## src/rtl/ibex_pkg.sv

```systemverilog
// Shared definitions for the register-file write path.
//   rf_wr_src_e : which producer owns the write port in a given cycle
//   rf_wr_req_t : one register-file write (destination + data)
//   rf_addr_writes() : x0 is hard-wired to zero, so a write to it is a no-op
package ibex_pkg;

  localparam int unsigned RfAddrW = 5;
  localparam int unsigned RfDataW = 32;

  typedef enum logic [1:0] {
    RF_WR_NONE,
    RF_WR_ID,
    RF_WR_LSU,
    RF_WR_ALT
  } rf_wr_src_e;

  typedef struct packed {
    logic [RfAddrW-1:0] waddr;
    logic [RfDataW-1:0] wdata;
  } rf_wr_req_t;

  function automatic logic rf_addr_writes(input logic [RfAddrW-1:0] addr);
    return addr != '0;
  endfunction

endpackage

```

## src/rtl/ibex_rf_wr_fifo.sv

```systemverilog
// Small synchronous FIFO of register-file write requests.
//   clk_i, rst_i : clock, synchronous active-high reset (empties the FIFO)
//   push_i       : enqueue push_data_i (dropped when full unless pop_i is set)
//   pop_i        : dequeue the head (ignored when empty)
//   full_o       : occupancy equals Depth
//   empty_o      : occupancy is zero
//   head_o       : oldest entry, valid whenever empty_o is low
module ibex_rf_wr_fifo
  import ibex_pkg::*;
#(
  parameter int unsigned Depth = 2
) (
  input  logic       clk_i,
  input  logic       rst_i,
  input  logic       push_i,
  input  rf_wr_req_t push_data_i,
  input  logic       pop_i,
  output logic       full_o,
  output logic       empty_o,
  output rf_wr_req_t head_o
);

  // Depth is a power of two, so the pointers wrap naturally.
  localparam int unsigned PtrW = $clog2(Depth);

  logic [PtrW-1:0] wr_ptr_q, rd_ptr_q;
  logic [PtrW:0]   count_q;
  rf_wr_req_t      mem_q [Depth];

  logic push_ok, pop_ok;

  assign full_o  = (count_q == (PtrW+1)'(Depth));
  assign empty_o = (count_q == '0);

  // A push into a full FIFO is accepted when the head leaves the same cycle.
  assign push_ok = push_i & (~full_o | pop_i);
  assign pop_ok  = pop_i & ~empty_o;

  always_ff @(posedge clk_i) begin
    if (rst_i) begin
      wr_ptr_q <= '0;
      rd_ptr_q <= '0;
      count_q  <= '0;
    end else begin
      if (push_ok) wr_ptr_q <= wr_ptr_q + PtrW'(1);
      if (pop_ok)  rd_ptr_q <= rd_ptr_q + PtrW'(1);
      case ({push_ok, pop_ok})
        2'b10:   count_q <= count_q + (PtrW+1)'(1);
        2'b01:   count_q <= count_q - (PtrW+1)'(1);
        default: count_q <= count_q;
      endcase
    end
  end

  // Storage has no reset; the pointers alone define which entries are live.
  always_ff @(posedge clk_i) begin
    if (push_ok) mem_q[wr_ptr_q] <= push_data_i;
  end

  // Head is read combinationally so an entry is arbitrable the cycle after its push.
  assign head_o = mem_q[rd_ptr_q];

endmodule

```

## src/rtl/ibex_rf_wport_arbiter.sv

```systemverilog
// Arbiter for the single register-file write port.
//   clk_i, rst_i                 : clock, synchronous active-high reset
//   id_*                         : ID/EX write request (valid/ready)
//   lsu_*                        : load response pulse, buffered in a FIFO (no ready)
//   alt_*                        : multi-cycle / coprocessor write request (valid/ready)
//   rf_we_o/rf_waddr_o/rf_wdata_o: registered register-file write port
//   lsu_fifo_full_o              : load FIFO is full
//   lsu_overflow_o               : sticky, a load response was lost
//   busy_o                       : FIFO non-empty or any request pending
// Priority: starved ALT > buffered load > ID > ALT.
module ibex_rf_wport_arbiter
  import ibex_pkg::*;
#(
  parameter int unsigned LsuFifoDepth = 2,
  parameter int unsigned AltMaxWait   = 4
) (
  input  logic        clk_i,
  input  logic        rst_i,
  input  logic        id_valid_i,
  output logic        id_ready_o,
  input  logic [4:0]  id_waddr_i,
  input  logic [31:0] id_wdata_i,
  input  logic        lsu_valid_i,
  input  logic [4:0]  lsu_waddr_i,
  input  logic [31:0] lsu_wdata_i,
  input  logic        alt_valid_i,
  output logic        alt_ready_o,
  input  logic [4:0]  alt_waddr_i,
  input  logic [31:0] alt_wdata_i,
  output logic        rf_we_o,
  output logic [4:0]  rf_waddr_o,
  output logic [31:0] rf_wdata_o,
  output logic        lsu_fifo_full_o,
  output logic        lsu_overflow_o,
  output logic        busy_o
);

  localparam int unsigned CntW = $clog2(AltMaxWait + 1);

  rf_wr_req_t lsu_req, fifo_head, win_req;
  logic       fifo_full, fifo_empty, fifo_pop;
  rf_wr_src_e src;

  logic [CntW-1:0] starve_cnt_q, starve_cnt_d;
  logic            overflow_q, overflow_d;
  logic            we_q, we_d;
  logic [4:0]      waddr_q, waddr_d;
  logic [31:0]     wdata_q, wdata_d;

  always_comb begin
    lsu_req       = '0;
    lsu_req.waddr = lsu_waddr_i;
    lsu_req.wdata = lsu_wdata_i;
  end

  ibex_rf_wr_fifo #(
    .Depth (LsuFifoDepth)
  ) u_lsu_fifo (
    .clk_i       (clk_i),
    .rst_i       (rst_i),
    .push_i      (lsu_valid_i),
    .push_data_i (lsu_req),
    .pop_i       (fifo_pop),
    .full_o      (fifo_full),
    .empty_o     (fifo_empty),
    .head_o      (fifo_head)
  );

  // Grant depends only on registered FIFO state and ID/ALT valids, so the
  // lsu_* inputs never reach an output combinationally.
  always_comb begin
    src = RF_WR_NONE;
    if (alt_valid_i && (starve_cnt_q == CntW'(AltMaxWait))) begin
      src = RF_WR_ALT;
    end else if (!fifo_empty) begin
      src = RF_WR_LSU;
    end else if (id_valid_i) begin
      src = RF_WR_ID;
    end else if (alt_valid_i) begin
      src = RF_WR_ALT;
    end
  end

  always_comb begin
    win_req = '0;
    unique case (src)
      RF_WR_ID: begin
        win_req.waddr = id_waddr_i;
        win_req.wdata = id_wdata_i;
      end
      RF_WR_LSU: win_req = fifo_head;
      RF_WR_ALT: begin
        win_req.waddr = alt_waddr_i;
        win_req.wdata = alt_wdata_i;
      end
      default: win_req = '0;
    endcase
  end

  assign id_ready_o  = (src == RF_WR_ID);
  assign alt_ready_o = (src == RF_WR_ALT);
  assign fifo_pop    = (src == RF_WR_LSU);

  // Counts consecutive denied ALT cycles; saturates so the forced win persists.
  always_comb begin
    starve_cnt_d = starve_cnt_q;
    if (!alt_valid_i || alt_ready_o) begin
      starve_cnt_d = '0;
    end else if (starve_cnt_q != CntW'(AltMaxWait)) begin
      starve_cnt_d = starve_cnt_q + CntW'(1);
    end
  end

  // A drop happens only when the full FIFO is not popping this cycle.
  assign overflow_d = overflow_q | (lsu_valid_i & fifo_full & ~fifo_pop);

  // x0 writes still complete the handshake but never assert the write enable.
  always_comb begin
    we_d    = 1'b0;
    waddr_d = waddr_q;
    wdata_d = wdata_q;
    if (src != RF_WR_NONE) begin
      we_d    = rf_addr_writes(win_req.waddr);
      waddr_d = win_req.waddr;
      wdata_d = win_req.wdata;
    end
  end

  always_ff @(posedge clk_i) begin
    if (rst_i) begin
      starve_cnt_q <= '0;
      overflow_q   <= 1'b0;
      we_q         <= 1'b0;
      waddr_q      <= '0;
      wdata_q      <= '0;
    end else begin
      starve_cnt_q <= starve_cnt_d;
      overflow_q   <= overflow_d;
      we_q         <= we_d;
      waddr_q      <= waddr_d;
      wdata_q      <= wdata_d;
    end
  end

  assign rf_we_o         = we_q;
  assign rf_waddr_o      = waddr_q;
  assign rf_wdata_o      = wdata_q;
  assign lsu_fifo_full_o = fifo_full;
  assign lsu_overflow_o  = overflow_q;
  assign busy_o          = ~fifo_empty | id_valid_i | alt_valid_i;

endmodule

```

## config.mk

```make
export PLATFORM = sky130hd
export DESIGN_NAME = ibex_rf_wport_arbiter
export DESIGN_NICKNAME = d
export VERILOG_FILES = /design/src/rtl/ibex_pkg.sv /design/src/rtl/ibex_rf_wr_fifo.sv /design/src/rtl/ibex_rf_wport_arbiter.sv
export SDC_FILE = /design/constraint.sdc
export NUM_CORES = 1
export LEC_CHECK = 0
export ABC_AREA = 1
export CAP_MARGIN = 0
export CORE_MARGIN = 5
export CORE_UTILIZATION = 45
export CTS_CLUSTER_DIAMETER = 100
export DETAILED_ROUTE_END_ITERATION = 10
export GPL_ROUTABILITY_DRIVEN = 0
export PLACE_DENSITY_LB_ADDON = 0.12
export SLEW_MARGIN = 0
export SYNTH_ARGS = -nofsm -noshare
export SYNTH_HDL_FRONTEND = slang
export SYNTH_HIERARCHICAL = 1
export SYNTH_SLANG_ARGS = --single-unit
```

## constraint.sdc

```tcl
create_clock -name clk_i -period 4.7 [get_ports clk_i]
set_input_delay 0.94 -clock clk_i [delete_from_list [all_inputs] [get_ports clk_i]]
set_output_delay 0.94 -clock clk_i [all_outputs]
set_load 0.1 [all_outputs]
```

==> results.json, run 1 <==
{
  "die-width_um": 118,
  "cts_buffers": 17,
  "cp-start-kind": "primary input",
  "ys_ff_latch": 121,
  "final.setup.worst_slack_ns": 1.24,
  "layout.nets": 731,
  "vias_per_cell": 5.09,
  "drt_iter0_markers": 248,
  "p_int_mw": 2.82,
  "seq_area_frac_synth_pct": 60.3,
  "numPortBuffers": 158,
  "p_leak_nw": 2.72,
  "wl_mm": 12.8,
  "overflow": 0,
  "track_usage_pct": 18.8,
  "ys_types": 26,
  "ir_drop_uv": 578,
  "slew_headroom_pct": 19.7,
  "clk_latency_ns": 0.41,
  "synth_top_cell_area_share_pct": 42.3,
  "grt_pass1_vias": 4115,
  "synthTopCellsByCount": "nand2_1 (148), edfxtp_1 (74), dfxtp_1 (47)",
  "syn_avg_cell_area_um2": 11.6,
  "hold_violations": 0,
  "grt_setup_unrepaired": "false",
  "critPathKind": "in2out",
  "tns_ns": 0,
  "ctsHoldBuffers": 0,
  "arrival_ns": 2.52,
  "core-area_um2": 11400,
  "grt_max_degree": 38,
  "io_pins": 159,
  "hold_class": "reg2reg",
  "diodes": 0,
  "worst_pin_slew_ns": 1.21,
  "placementRows": 39,
  "setup_viol": 0,
  "drive_gt1_share_pct": 15.1,
  "skew_ns": 0.0158,
  "net-switching-power_mw": 2.13,
  "period_share_pct": 73.5,
  "ys_async_sr_fraction_pct": 0,
  "detail_route.wl_per_cell_um": 16.7,
  "antenna_found_initial": 0,
  "ys_warn_count": 6,
  "clock_sinks": 121,
  "synth_ff_type": "edfxtp_1",
  "slew_viol_final": 0,
  "crit_fanout": 35,
  "period_minus_slack_ns": 3.46,
  "cts_tree": "done",
  "cts_buffer_depth": 2,
  "synthTopCellsByArea": "edfxtp_1 (42%), dfxtp_1 (18%), nand2_1 (11%)",
  "dp_hpwl_mm": 8.82,
  "seqPwrFrac_pct": 31.0,
  "p_per_area_nw_per_um2": 667,
  "areaGrowthSynthToFinish_pct": 41.6,
  "synth.most_common_cell": "nand2_1",
  "hold_ws_ns": 0.446,
  "synth_edf_count": 74,
  "syn_nets": 570,
  "status": "finished clean",
  "synth_cells": 451,
  "cts.repair.resized": 0,
  "drc": 0,
  "worst_r2r_path_depth": 10,
  "hold_path_depth": 1,
  "p_sw_share_pct": 43.1,
  "pwr-share-comb_pct": 43.9,
  "root_buffer": "clkbuf_16",
  "clk_pin_slew_ns": 0.06,
  "grt_pass1_wl_mm": 20.6,
  "yosys.area.top_type": "edfxtp_1",
  "synth_area_um2": 5250,
  "die-area_um2": 13900,
  "start_util_pct": 46.0,
  "clock.fmax_mhz": 289,
  "p_clk_share_pct": 25.1,
  "ant_nets": 0,
  "crit_required_ns": 3.76,
  "fp.dieH_um": 118,
  "first_pass_iters": 4,
  "vias": 3902,
  "htreeDepth": 4,
  "drv_cap": 0,
  "end_kind": "output port",
  "cts_post_setup_buffers_inserted": 0,
  "pre_cts_ws_ns": 0.970,
  "fillers": 895
}
## worst max-delay path: stages
cell	delay [ns]
clkdlybuf4s50_1	0.58
nor2_4	0.16
buf_4	0.38
inv_1	0.17
buf_4	0.27
## registers in the layout, indices dropped and copies added (netlist names), named ones only
signal and flops:
u_lsu_fifo/mem_q 74, rf_wdata_o 32, rf_waddr_o 5, starve_cnt_q 3, u_lsu_fifo/count_q 2, lsu_overflow_o 1, rf_we_o 1, u_lsu_fifo/rd_ptr_q 1
u_lsu_fifo/wr_ptr_q 1
## per-layer routing
layer  track usage, %  vias to the layer above  part of all wire [%]
met4             6.52                        0                   2.2
met1             21.5                     1838                    40
met5                0                        -                     0
met3             6.92                       19                   7.2
met2             32.2                      144                    51
li1                 -                     1901                     -
## metrics by stage
stage,cell area [µm²],utilization [%],instances,total power [mW]
floorplan,5250,-,451,3.25
global placement,6850,60.0,736,3.72
detailed placement,6850,60.0,736,3.75
CTS,7430,65.1,767,5.01
global route,7430,65.1,767,5.19
finish,7430,65.1,767,4.95
## power groups by stage
stage	Sequential, mW	Clock (mW)	Combinational [mW]
finish	1.53	1.24	2.17
global route	1.56	1.32	2.31
CTS	1.54	1.27	2.20
detailed placement	1.56	0	2.19
global placement	1.55	0	2.17
floorplan	2.32	0	0.927
## placed cells by master, fill, tap and decap left out, drive strengths merged
master	n
a21oi	5
a31oi	1
a41oi	32
buf	9
bufinv	2
clkbuf	18
clkdlybuf4s50	154
clkinv	6
clkinvlp	4
dfxtp	47
edfxtp	74
ha	3
inv	29
mux2	37
nand2	150
nand3	21
nand4	2
nor2	24
o21ai	5
xnor2	1
## final cells by class
| type | count | area [µm²] | area share (%) |
|---|---|---|---|
| clock buffer | 18 | 429 | 5.78 |
| clock inverter | 13 | 148 | 1.99 |
| inverter | 28 | 105 | 1.41 |
| multi-input combinational | 281 | 1790 | 24.0 |
| sequential | 121 | 3160 | 42.6 |
| tap | 143 | 179 | 2.41 |
| timing repair buffer | 163 | 1620 | 21.8 |
## final timing paths
kind                                                     endpoint                         start  slack [ns]
worst min register to register       starve_cnt_q[0]$_SDFFE_PP0P_  starve_cnt_q[0]$_SDFFE_PP0P_        0.45
worst min-delay path                 starve_cnt_q[0]$_SDFFE_PP0P_  starve_cnt_q[0]$_SDFFE_PP0P_        0.45
worst max register to register  u_lsu_fifo/mem_q[0][36]$_DFFE_PP_  starve_cnt_q[1]$_SDFFE_PP0P_        1.94
worst max-delay path                                       busy_o                   alt_valid_i        1.24
## logic make-up after synthesis
logic type	count (synthesis)	share of synthesized area, %
buffers and inverters	49	5.91
and+or+nand+nor	197	14.9
AOI/OAI and AO/OA	43	7.92
xor gates and xnor gates	1	0.167
adders and majority gates	3	0.715
DFF	121	60.3
muxes	37	10.1
Power figures use the tool's default switching activity.
==> run 2, diff against run 1 <==
- CORE_UTILIZATION: 45 -> 43
- clock period: 4.7 -> 2.9 ns (I/O delays scaled with it)
==> run 2 against run 1 <==
Effect of this change:
- largest cell class unchanged
- sequential share of layout area down 0.057 points
- critical endpoint is now alt_ready_o
- largest power group unchanged
- power is 63% higher
- global-route usage decreased by 0.63 points
- clock power rose by 66%
- critical path depth unchanged
- critical path type unchanged
- cell area grew 0.13%
- count of clock-buffer cells in the layout is 3 higher
==> results.json, run 2 (synthesized netlist as in run 1, its figures left out) <==
{
  "fillers": 983,
  "period_minus_slack_ns": 2.29,
  "layout.nets": 737,
  "numPortBuffers": 158,
  "net-switching-power_mw": 3.40,
  "slew_viol_final": 0,
  "seqPwrFrac_pct": 29.8,
  "r2r-start": "starve_cnt_q[0]$_SDFFE_PP0P_",
  "slew_headroom_pct": 63.9,
  "skew_ns": 0.00612,
  "cts_buffer_depth": 2,
  "die-area_um2": 14500,
  "final_util_pct": 61.9,
  "top_register": "u_lsu_fifo/mem_q",
  "critPathLaunch": "alt_valid_i",
  "cts_post_setup_buffers_inserted": 0,
  "ir_drop_uv": 553,
  "pwr-share-comb_pct": 44.6,
  "worst_pin_slew_ns": 0.542,
  "vias_per_cell": 4.94,
  "drv_cap": 0,
  "cts_tree": "done",
  "root_buffer": "clkbuf_16",
  "worst_r2r_path_depth": 10,
  "ctsHoldBuffers": 0,
  "setup_viol": 0,
  "tns_ns": 0,
  "drt_iter0_markers": 218,
  "p_sw_share_pct": 42.2,
  "largest_reg_flops": 74,
  "diodes": 0,
  "grt_pass1_vias": 4151,
  "clock.fmax_mhz": 437,
  "p_leak_nw": 2.84,
  "grt_setup_unrepaired": "false",
  "antenna_found_initial": 0,
  "drive_gt1_share_pct": 21.6,
  "areaGrowthSynthToFinish_pct": 41.8,
  "clk_pin_slew_ns": 0.05,
  "dp_hpwl_mm": 8.80,
  "layout_common_cells": "nand2_1 (148), clkdlybuf4s50_1 (114), edfxtp_1 (74)",
  "vias": 3838,
  "htreeDepth": 4,
  "p_clk_share_pct": 25.6,
  "placementRows": 40,
  "clk_latency_ns": 0.41,
  "ant_nets": 0,
  "grt_max_degree": 38,
  "fp.dieH_um": 120,
  "end_kind": "output port",
  "start_util_pct": 43.7,
  "cts.repair.resized": 0,
  "p_per_area_nw_per_um2": 1080,
  "first_pass_iters": 4,
  "status": "finished clean",
  "die-width_um": 120,
  "overflow": 0,
  "cts_buffers": 17,
  "io_pins": 159,
  "hold_class": "reg2reg",
  "cp-start-kind": "primary input",
  "hold_violations": 0,
  "wl_mm": 12.4,
  "clock_sinks": 121,
  "ff2ff_setup_slack_ns": 0.73,
  "timing.rr.end": "u_lsu_fifo/mem_q[0][21]$_DFFE_PP_",
  "layout_commonest_cell": "nand2_1",
  "detail_route.wl_per_cell_um": 16.0,
  "arrival_ns": 1.71,
  "p_int_mw": 4.66,
  "crit_end": "alt_ready_o",
  "period_share_pct": 78.8,
  "crit_required_ns": 2.32,
  "core-area_um2": 12000,
  "grt_pass1_wl_mm": 20.2,
  "track_usage_pct": 18.2,
  "critPathKind": "in2out",
  "crit_fanout": 7,
  "drc": 0
}
run 2: changes by cell type in the layout (fill, tap and decap cells not counted), sizes merged:
cell | previous run | this run
clkinvlp | 4 | 2
clkbuf | 18 | 21
inv | 29 | 27
clkdlybuf4s50 | 154 | 114
buf | 9 | 55
bufinv | 2 | 3
run 2: metal layers:
layer,global-route usage [%],up-vias,wire length [µm]
li1,-,1910,-
met1,20.9,1788,5090
met2,30.1,124,6170
met3,7.16,16,996
met4,7.65,0,162
met5,0,-,0
run 2: area by class of cell:
cell class / instances / area [µm²] / share of cell area [%]
inverters: 28 / 105 / 1.41
repair buffers: 169 / 1610 / 21.7
well taps: 147 / 184 / 2.47
clock inverters: 10 / 126 / 1.70
clock buffers: 21 / 460 / 6.19
multi-input cells: 281 / 1790 / 24.0
flip-flops and latches: 121 / 3160 / 42.5
run 2: power groups by stage:
stage | Combinational (mW) | Clock [mW] | Sequential (mW)
2_1_floorplan | 1.50 | 0 | 3.76
3_3_place_gp | 3.61 | 0 | 2.42
3_5_place_dp | 3.63 | 0 | 2.44
4_1_cts | 3.64 | 2.11 | 2.41
5_1_grt | 3.83 | 2.19 | 2.44
6_report | 3.60 | 2.06 | 2.40
run 2: stage by stage:
stage	std cells	hold WS (ns)	instance area (µm²)	power, mW	setup slack [ns]
detailed placement	746	0.445	6850	6.07	0.358
finish	777	0.451	7440	8.06	0.614
floorplan	451	0.417	5250	5.27	0.0747
global route	777	0.490	7440	8.47	0.465
global placement	746	0.435	6850	6.03	0.415
CTS	777	0.457	7440	8.16	0.616
run 2: how the worst min path moves through the flow:
stage / start / depth (start not counted) / slack [ns] / endpoint
after floorplan: starve_cnt_q[0]$_SDFFE_PP0P_ / 1 / 0.42 / starve_cnt_q[0]$_SDFFE_PP0P_
after global placement: starve_cnt_q[0]$_SDFFE_PP0P_ / 1 / 0.44 / starve_cnt_q[0]$_SDFFE_PP0P_
after CTS: starve_cnt_q[0]$_SDFFE_PP0P_ / 1 / 0.46 / starve_cnt_q[0]$_SDFFE_PP0P_
final: starve_cnt_q[0]$_SDFFE_PP0P_ / 1 / 0.45 / starve_cnt_q[0]$_SDFFE_PP0P_
after detailed placement: starve_cnt_q[0]$_SDFFE_PP0P_ / 1 / 0.45 / starve_cnt_q[0]$_SDFFE_PP0P_
after global routing: starve_cnt_q[0]$_SDFFE_PP0P_ / 1 / 0.49 / starve_cnt_q[0]$_SDFFE_PP0P_
run 2: critical path: stages:
cell	delay, ns
clkdlybuf4s50_1	0.50
buf_4	0.17
inv_1	0.07
a21oi_4	0.18
buf_12	0.20
